`src/rtl/glitch_clk_multi.sv`:
```
// glitch_clk_multi: multi-mode target clock glitcher (fast cycles, dropped cycles, stretched high).
module glitch_clk_multi #(
    parameter int CNT_W       = 16,
    parameter int DLY_W       = 16,
    parameter int SYNC_STAGES = 2
) (
    input  logic             clk,
    input  logic             rst,
    input  logic             trig,
    input  logic             tgt_clk,
    input  logic [1:0]       cfg_mode,
    input  logic [DLY_W-1:0] cfg_delay,
    input  logic [CNT_W-1:0] cfg_count,
    output logic             clk_o,
    output logic             busy,
    output logic             glitch_active,
    output logic             done
);
    localparam logic [2:0] IDLE     = 3'd0;
    localparam logic [2:0] ARMED    = 3'd1;
    localparam logic [2:0] INJECT   = 3'd2;
    localparam logic [2:0] RECOVER  = 3'd3;
    localparam logic [2:0] FINISHED = 3'd4;
    localparam logic [1:0] M_FAST    = 2'd0;
    localparam logic [1:0] M_DROP    = 2'd1;
    localparam logic [1:0] M_STRETCH = 2'd2;

    logic [2:0]             state;
    logic [SYNC_STAGES-1:0] sync;
    logic                   tgt_s, tgt_s_q, trig_q;
    logic                   tgt_rise, tgt_fall, trig_rise, len_last;
    logic [1:0]             mode_q;
    logic [DLY_W-1:0]       dly_q, dly_cnt;
    logic [CNT_W-1:0]       cnt_q, len_cnt;

    assign tgt_s     = sync[SYNC_STAGES-1];
    assign tgt_rise  = tgt_s & ~tgt_s_q;
    assign tgt_fall  = ~tgt_s & tgt_s_q;
    assign trig_rise = trig & ~trig_q;
    assign len_last  = len_cnt == cnt_q - CNT_W'(1);

    assign busy          = state == ARMED || state == INJECT || state == RECOVER;
    assign glitch_active = state == INJECT;

    // Raw tgt_clk is muxed so passthrough carries no synchroniser latency.
    always_comb begin
        clk_o = state == RECOVER ? 1'b0 :
                state != INJECT  ? tgt_clk :
                mode_q == M_FAST    ? clk :
                mode_q == M_DROP    ? 1'b0 :
                mode_q == M_STRETCH ? 1'b1 : tgt_clk;
    end

    always_ff @(posedge clk) begin
        if (rst) begin
            state   <= IDLE;
            sync    <= '0;
            tgt_s_q <= 1'b0;
            trig_q  <= 1'b1;
            mode_q  <= '0;
            dly_q   <= '0;
            cnt_q   <= '0;
            dly_cnt <= '0;
            len_cnt <= '0;
            done    <= 1'b0;
        end else begin
            sync    <= {sync[SYNC_STAGES-2:0], tgt_clk};
            tgt_s_q <= tgt_s;
            trig_q  <= trig;
            done    <= 1'b0;
            case (state)
                IDLE: if (trig_rise && cfg_count != '0) begin
                    mode_q  <= cfg_mode;
                    dly_q   <= cfg_delay;
                    cnt_q   <= cfg_count;
                    dly_cnt <= '0;
                    len_cnt <= '0;
                    state   <= ARMED;
                end
                ARMED: if (tgt_rise) begin
                    if (dly_cnt == dly_q) begin
                        len_cnt <= '0;
                        state   <= INJECT;
                    end else begin
                        dly_cnt <= dly_cnt + DLY_W'(1);
                    end
                end
                INJECT: begin
                    // DROP counts target edges; the other modes count clk cycles.
                    if (len_last) state <= RECOVER;
                    else if (mode_q != M_DROP || tgt_rise) len_cnt <= len_cnt + CNT_W'(1);
                end
                RECOVER: if (tgt_fall) begin
                    state <= FINISHED;
                    done  <= 1'b1;
                end
                FINISHED: if (!trig) state <= IDLE;
                default: state <= IDLE;
            endcase
        end
    end
endmodule

```
`config.mk`:
```
export PLATFORM = sky130hd
export DESIGN_NAME = glitch_clk_multi
export DESIGN_NICKNAME = d
export VERILOG_FILES = /design/src/rtl/glitch_clk_multi.sv
export SDC_FILE = /design/constraint.sdc
export NUM_CORES = 1
export LEC_CHECK = 0
export BUFFER_PORTS_ARGS = -buffer_cell sky130_fd_sc_hd__buf_4
export CAP_MARGIN = 10
export CORE_MARGIN = 3
export CORE_UTILIZATION = 45
export DETAILED_ROUTE_END_ITERATION = 8
export SYNTH_ARGS = -nofsm -noshare
export SYNTH_HDL_FRONTEND = slang
export SYNTH_SLANG_ARGS = --single-unit
```
`constraint.sdc`:
```
create_clock -name clk -period 3.8 [get_ports clk]
set_input_delay 0.38 -clock clk [delete_from_list [all_inputs] [get_ports clk]]
set_output_delay 0.38 -clock clk [all_outputs]
set_load 0.005 [all_outputs]
```
==> results.toml <==
[run_status]
outcome = "finished, final reports clean"

[synthesis]
synthFlopType = "dfxtp_1"
syn_area_um2 = 3950
post_synth.cell_area_avg_um2 = 8.67
synth_cells = 456
yosys_warnings = 0
synth_edf_count = 0
syn_nets = 497
synthArstFlopShare_pct = 0
ys_types = 54
ys_ff_latch = 74
seq_area_frac_synth_pct = 37.5

[layout]
drive_gt1_share_pct = 15.2
area_growth_pct = 15.2
layout_commonest_cell = "dfxtp_1"
fin_cells = 605
layout_common_cells = "dfxtp_1 (74), nor2_1 (65), buf_4 (46), mux2i_1 (38), nand2_1 (29)"
final_area_um2 = 4550
fin_nets = 536
diodes = 0

[worst_setup_path]
path_class = "clk -> out"
end_kind = "output port"
crit_path_max_fanout = 2
cp.arrival_ps = 2500
cp-start-kind = "clock port"
required_ps = 3420

[sta]
slew_headroom_pct = 56.9
rsz0062_at_grt = "no"
setup_violations = 0
fmax_ghz = 0.350
tns_ps = 0
hold_violations = 0
period_needed_ps = 2880
skew_ps = 7.72
worst_pin_slew_ps = 647
period_share_pct = 75.9
slew_viol_final = 0

[detailed_routing]
drc_errors = 0
ant_nets = 0
drt-total-wl_um = 9190
first_iter_violations = 119
vias = 3348
avgViaCountPerCell = 5.53
firstDrtPassIters = 4
wire_per_inst_um = 15.2

[placement]
placed_cell_area_um2 = 4330
place.gp.congestion = 0.856
port_buffers = 41
hpwl_um = 6850
placed_cells = 586

[grt]
overflow = 0
grt_max_degree = 50
track_usage_pct = 19.8
antenna_found_initial = 0
first_global_vias = 3373
grt_pass1_wl_um = 15800

[floorplanning]
io_pins = 42
row_count = 33
dieArea_um2 = 9940
core_area_um2 = 8380
fp.dieH_um = 99.7
initial_core_util_pct = 47.2
dieWidth_um = 99.7

[power]
ir_drop_mv = 0.241
p_leak_nw = 1.96
powerDensity_nw_per_um2 = 563

[clocking]
clock_latency_ps = 450
cts.repair.resized = 0
cts_hold_buf = 0
clk_pin_slew_ps = 80
cts_tree = "yes"
cts_setup_buffers = 0

[hold_path]
min_path_type = "in -> reg"

[job]
cap_violations = 0
[flip-flops by register name, summed over array words and instances, names as in the netlist]
name and count:
cnt_q 16, dly_cnt 16, dly_q 16, done 1, len_cnt 16, mode_q 2, state 3, sync 2
tgt_s_q 1, trig_q 1
[Yosys cell counts (4+ instances only)]
| cell | count | share of area [%] |
|---|---|---|
| nor3b_1 | 6 | 1.1 |
| dfxtp_1 | 74 | 37 |
| o21ai_1 | 7 | 0.89 |
| nor2b_1 | 8 | 1.3 |
| xnor2_1 | 25 | 5.5 |
| xor2_1 | 27 | 6.0 |
| mux2i_1 | 38 | 9.6 |
| nor4_1 | 19 | 3.0 |
| o21ai_0 | 4 | 0.51 |
| nand2_1 | 30 | 2.8 |
| and3_1 | 8 | 1.3 |
| clkbuf_1 | 15 | 1.4 |
| a21oi_1 | 14 | 1.8 |
| nand4_1 | 7 | 1.1 |
| or4_1 | 8 | 1.5 |
| nor2_1 | 65 | 6.2 |
| or3_1 | 12 | 1.9 |
| nand3_1 | 13 | 1.6 |
| inv_1 | 7 | 0.66 |
| nand2b_1 | 8 | 1.3 |
| nor3_1 | 13 | 1.6 |
[critical path, stage by stage]
cell and delay, ps:
clkbuf_8 110, clkbuf_8 110, a22oi_1 140, a21boi_0 100
buf_4 140
[cells by family (layout without fill, tap and decap cells)]
family,after synthesis,after routing,synth area share (%)
DFF,74,74,37.5
muxes,39,39,9.91
AOI/OAI and AO/OA,54,54,9.78
buffers and inverters,28,72,3.13
adders and majority gates,3,3,0.950
and+or+nand+nor,206,206,27.2
xor gates and xnor gates,52,52,11.5
[layout make-up]
class | instances | area, µm²
fill | 833 | 3830
multi-input combinational | 354 | 2350
sequential | 74 | 1480
timing repair buffer | 45 | 338
clock buffer | 13 | 173
tap | 105 | 131
clock inverter | 7 | 52.6
inverter | 7 | 26.3
[per-layer routing]
| metal | GRT usage (%) | share of wire [%] |
|---|---|---|
| met2 | 32.7 | 49 |
| met3 | 5.61 | 3.7 |
| met5 | 0 | 0 |
| met1 | 24.4 | 45 |
| met4 | 7.35 | 1.7 |
[worst paths after layout]
path                                     from    endpoint  slack [ps]  cells after the start
worst min-delay path            cfg_delay[14]   dly_q[14]         150                      3
worst max register to register       cnt_q[8]  len_cnt[3]         950                      8
worst min register to register        sync[0]     sync[1]         460                      1
worst max-delay path                      clk       clk_o         920                      5
[stage by stage]
step / setup WS (ps) / hold slack, ps / total power [mW] / utilization (%)
detailed placement: 963 / 447 / 1.95 / 51.7
global placement: 1010 / 426 / 1.93 / 51.7
floorplan: 1150 / 414 / 1.73 / -
global route: 680 / 137 / 2.75 / 54.3
finish: 917 / 151 / 2.56 / 54.3
CTS: 906 / 135 / 2.59 / 54.3
[report_power, final]
group          switching, mW  internal (mW)  leakage, nW  total [mW]
logic                  0.533          0.424         1.25       0.957
clock network          0.326          0.309        0.111       0.635
registers              0.105          0.864        0.601       0.970
total                  0.964           1.60         1.96        2.56
Note: power is estimated with default switching activity, not from simulation.
